===== src/rtl/mult_integrate_dump.sv =====
// Integrate-and-dump averager: sums blocks of N = 2^LOG_N signed samples framed by in_first
// and emits the rounded block mean; a marker arriving mid-block restarts the block and flags out_err.
module mult_integrate_dump #(
    parameter int WDTH  = 16,
    parameter int LOG_N = 4
) (
    input  logic                   clk,
    input  logic                   rst_n,
    input  logic signed [WDTH-1:0] in_data,
    input  logic                   in_nd,
    input  logic                   in_first,
    output logic signed [WDTH-1:0] out_data,
    output logic                   out_nd,
    output logic                   out_err
);

    localparam int ACC_W = WDTH + LOG_N;
    localparam logic [LOG_N-1:0]        CNT_LAST = '1;
    localparam logic signed [ACC_W-1:0] HALF     = ACC_W'(1) << (LOG_N - 1);

    typedef enum logic {
        WAIT_FIRST = 1'b0,
        ACCUM      = 1'b1
    } state_e;

    state_e                  state_q, state_d;
    logic [LOG_N-1:0]        cnt_q, cnt_d;
    logic signed [ACC_W-1:0] acc_q, acc_d;
    logic signed [WDTH-1:0]  out_data_q, out_data_d;
    logic                    out_nd_q, out_nd_d;
    logic                    out_err_q, out_err_d;

    logic signed [ACC_W-1:0] in_ext;
    logic signed [ACC_W-1:0] sum;

    assign in_ext = {{LOG_N{in_data[WDTH-1]}}, in_data};
    assign sum    = acc_q + in_ext;

    always_ff @(posedge clk or negedge rst_n) begin
        if (!rst_n) begin
            state_q    <= WAIT_FIRST;
            cnt_q      <= '0;
            acc_q      <= '0;
            out_data_q <= '0;
            out_nd_q   <= 1'b0;
            out_err_q  <= 1'b0;
        end else begin
            state_q    <= state_d;
            cnt_q      <= cnt_d;
            acc_q      <= acc_d;
            out_data_q <= out_data_d;
            out_nd_q   <= out_nd_d;
            out_err_q  <= out_err_d;
        end
    end

    // Once synchronised the FSM never leaves ACCUM; only reset returns it to WAIT_FIRST.
    always_comb begin
        state_d = state_q;
        case (state_q)
            WAIT_FIRST: if (in_nd && in_first) state_d = ACCUM;
            ACCUM:      state_d = ACCUM;
            default:    state_d = WAIT_FIRST;
        endcase
    end

    always_comb begin
        acc_d      = acc_q;
        cnt_d      = cnt_q;
        out_data_d = out_data_q;
        out_nd_d   = 1'b0;
        out_err_d  = 1'b0;
        if (in_nd) begin
            if (in_first) begin
                acc_d     = in_ext;
                cnt_d     = LOG_N'(1);
                // cnt_q == 0 right after a dump, so a marker there is a clean block start
                out_err_d = (state_q == ACCUM) && (cnt_q != '0);
            end else if (state_q == ACCUM) begin
                if (cnt_q == CNT_LAST) begin
                    out_data_d = WDTH'((sum + HALF) >>> LOG_N);
                    out_nd_d   = 1'b1;
                    acc_d      = '0;
                    cnt_d      = '0;
                end else begin
                    acc_d = sum;
                    cnt_d = cnt_q + 1'b1;
                end
            end
        end
    end

    assign out_data = out_data_q;
    assign out_nd   = out_nd_q;
    assign out_err  = out_err_q;

endmodule


===== config.mk =====
export PLATFORM = sky130hd
export DESIGN_NAME = mult_integrate_dump
export DESIGN_NICKNAME = d
export VERILOG_FILES = /design/src/rtl/mult_integrate_dump.sv
export SDC_FILE = /design/constraint.sdc
export NUM_CORES = 1
export LEC_CHECK = 0
export CAP_MARGIN = 40
export CORE_MARGIN = 2
export CORE_UTILIZATION = 45
export CTS_CLUSTER_DIAMETER = 100
export DETAILED_ROUTE_END_ITERATION = 12
export PLACE_DENSITY = 0.7
export SLEW_MARGIN = 30
export SYNTH_ARGS = -nofsm -noshare
export SYNTH_HDL_FRONTEND = slang
export SYNTH_SLANG_ARGS = --single-unit
export TNS_END_PERCENT = 30

===== constraint.sdc =====
create_clock -name clk -period 4.1 [get_ports clk]
set_clock_uncertainty 0.1 [all_clocks]
set_input_delay 0.82 -clock clk [delete_from_list [all_inputs] [get_ports clk]]
set_output_delay 0.82 -clock clk [all_outputs]
set_load 0.01 [all_outputs]

==> flow_metrics.env <==
export IMPL_synth_area_um2=3060
export IMPL_grtUsageMet1_pct=27.8
export IMPL_hold_buffers=0
export IMPL_io_pin_count=38
export IMPL_grt_busiest_layer="met2"
export IMPL_cts_tree="yes"
export IMPL_critPathKind="input pin to register"
export IMPL_hold_viol_final=0
export IMPL_ys_seq_elements=43
export IMPL_final_common_cell="nand2_1"
export IMPL_fp_dieH_um=86.5
export IMPL_max_slew_margin_pct=57.0
export IMPL_fin_cells=487
export IMPL_postLayoutCoreUtil_pct=58.2
export IMPL_register_area_um2=1080
export IMPL_mostFrequentLayoutCells="nand2_1, dfrtp_1, clkdlybuf4s50_1"
export IMPL_start_util_pct=45.9
export IMPL_p_leak_nw=1.76
export IMPL_synth_edff_count=0
export IMPL_clkSlewWorstSetupHoldPaths_ps=90
export IMPL_setup_slack_ps=168
export IMPL_grt_pass1_wl_mm=12.7
export IMPL_syn_to_final_growth_pct=27.0
export IMPL_dp_slack_ps=-170
export IMPL_clk_latency_ps=300
export IMPL_vias_per_cell=5.79
export IMPL_async_flop_share_pct=100
export IMPL_chipWidth_um=86.5
export IMPL_crit_required_ps=4240
export IMPL_syn_inst=337
export IMPL_power_switching_uw=785
export IMPL_vias=2819
export IMPL_grt_pass1_vias=2719
export IMPL_yosysWarnings=0
export IMPL_rsz0062_at_grt="false"
export IMPL_fin_tns_setup_ps=0
export IMPL_drv_cap=0
export IMPL_worstSetupEndpointType="register"
export IMPL_drive_above_1_share_pct=16.0
export IMPL_clockPowerShare_pct=17.2
export IMPL_clock_sinks=43
export IMPL_grt_usage_pct=21.2
export IMPL_drc=0
export IMPL_p_per_area_nw_per_um2=504
export IMPL_finalWeightedCongestion=0.885
export IMPL_final_nets=449
export IMPL_hp_class="input pin to async pin"
export IMPL_final_antenna_net_count=0
export IMPL_firstDrtPassIters=5
export IMPL_grtUsageMet2_pct=35.0
export IMPL_syn_avg_cell_area_um2=9.09
export IMPL_ys_flop_type="dfrtp_1"
export IMPL_grt_overflow=0
export IMPL_worstPathMaxFanout=2
export IMPL_multi_input_area_um2=1890
export IMPL_max_freq_mhz=254
export IMPL_status="finished, final reports clean"
export IMPL_clk_path_buf_depth=2
export IMPL_yosysSeqAreaShare_pct=35.1
export IMPL_final_period_utilization_pct=95.9
export IMPL_core_um2=6680
export IMPL_syn_num_nets=380
export IMPL_setup_viol=0
export IMPL_grt_antenna_before_repair=0
export IMPL_grt_start_max_net_pins=29
export IMPL_pwr_share_comb_pct=55.9
export IMPL_yosys_cell_types_count=56
export IMPL_place_inst=477
export IMPL_seq_power_share_pct=26.9
export IMPL_worstMarginPinSlew_ps=643
export IMPL_cts_buffers=5
export IMPL_swShare_pct=40.0
export IMPL_wire_per_inst_um=15.3
export IMPL_critPathLaunchType="input pin"
export IMPL_p_int_mw=1.18
export IMPL_dieArea_um2=7490
export IMPL_rows=30
export IMPL_critPathArrivalTime_ps=4070
export IMPL_reg2reg_slack_ps=830
export IMPL_wl_mm=7.47
export IMPL_cts_root_buffer="clkbuf_8"
export IMPL_nFillCells=591
export IMPL_vdd_drop_max_v=0.000280
export IMPL_drt_initial_drc_count=137
export IMPL_cts_max_level=2
export IMPL_period_needed_ps=3930
export IMPL_antennaDiodeCount=0
export IMPL_port_buffers=37
export IMPL_grtUsageMet3_pct=3.33
export IMPL_drv_slew=0
export IMPL_rr_worst_depth=12
export IMPL_dpl_hpwl_mm=6.00
export IMPL_hold_ws_ps=329
worst paths after layout:
path / startpoint / end
setup / recovery: in_data[0] / out_data[14]
hold / removal: rst_n / acc_q[2]
setup reg to reg: acc_q[0] / out_data[14]
hold reg to reg: out_data[0] / out_data[0]
max in group asynchronous: rst_n / acc_q[19]
min in group clk: out_data[0] / out_data[0]
metrics by stage:
stage	instance area (um2)	total power, mW
after floorplan	3060	1.24
final	3890	1.96
after CTS	3860	1.95
after global routing	3890	2.12
after global placement	3730	1.58
after detailed placement	3750	1.61
power groups by stage:
| stage | clock (mW) | combinational (mW) | sequential (mW) |
|---|---|---|---|
| after floorplan | 0 | 0.715 | 0.529 |
| after global placement | 0 | 1.05 | 0.533 |
| after detailed placement | 0 | 1.07 | 0.536 |
| after CTS | 0.348 | 1.08 | 0.528 |
| after global routing | 0.364 | 1.22 | 0.536 |
| final | 0.338 | 1.10 | 0.529 |
state kept, by name, summed over array words and instances, names as in the netlist:
name	flops
out_err	1
out_nd	1
state_q	1
acc_q	20
cnt_q	4
out_data	16
final cells by class:
class	count	share of cell area, %
inverters	16	1.54
multi-input cells	267	48.7
clock buffers	5	1.77
repair buffers	73	16.7
well taps	80	2.57
clock inverters	3	1.13
flip-flops and latches	43	27.7
layer usage:
layer	part of all wire [%]	routed length (um)
met5	0	0
met4	2.3	174
met3	4.9	367
met2	47	3520
met1	46	3410
cell families after synthesis:
family / Yosys count / synth area share (%)
simple gates: 115 / 19.4
compound gates: 103 / 24.8
flops: 43 / 35.1
buf+inv: 27 / 3.59
xor+xnor: 26 / 7.43
fa+ha+maj: 23 / 9.64
Yosys cell counts, types with 2 or more instances:
library cell / n / area [um2]
a21o_1: 6 / 45.0
a21oi_1: 15 / 75.1
a21oi_4: 2 / 32.5
a221o_1: 4 / 40.0
a221oi_2: 2 / 30.0
a222oi_1: 6 / 60.1
a22o_1: 2 / 17.5
a22oi_1: 9 / 67.6
a31oi_1: 2 / 12.5
and2_1: 9 / 56.3
and3_1: 10 / 62.6
and4_1: 3 / 26.3
clkbuf_1: 9 / 33.8
dfrtp_1: 43 / 1080
ha_1: 22 / 275
inv_1: 16 / 60.1
nand2_1: 44 / 165
nand2b_1: 2 / 12.5
nand3_1: 8 / 40.0
nand4_1: 3 / 18.8
nor2_1: 9 / 33.8
nor2b_1: 4 / 25.0
nor3_1: 7 / 35.0
nor3b_1: 2 / 15.0
o211ai_1: 4 / 30.0
o21a_1: 3 / 22.5
o21ai_0: 26 / 130
o21ai_1: 6 / 30.0
o21ai_2: 2 / 17.5
o31ai_1: 2 / 15.0
or2_2: 2 / 12.5
or3_1: 4 / 25.0
or4_1: 2 / 15.0
xnor2_1: 11 / 96.3
xor2_1: 15 / 131
worst max-delay path, stage by stage:
cell,delay [ps]
clkdlybuf4s50_1,490
ha_2,180
inv_1,50
fa_2,340
nand2b_4,150
a21o_1,230
a2111oi_4,400
o21ai_2,100
o21ai_2,130
o311ai_2,120
or4_4,500
or4_1,470
nand3_1,90
repair_timing:
action / CTS / global route
hold endpoints to repair: 0 / 0
endpoints found under the setup margin: 0 / 1
buffers inserted: 0 / 2
resized for setup: 0 / 4
Note: power is estimated with default switching activity, not from simulation.
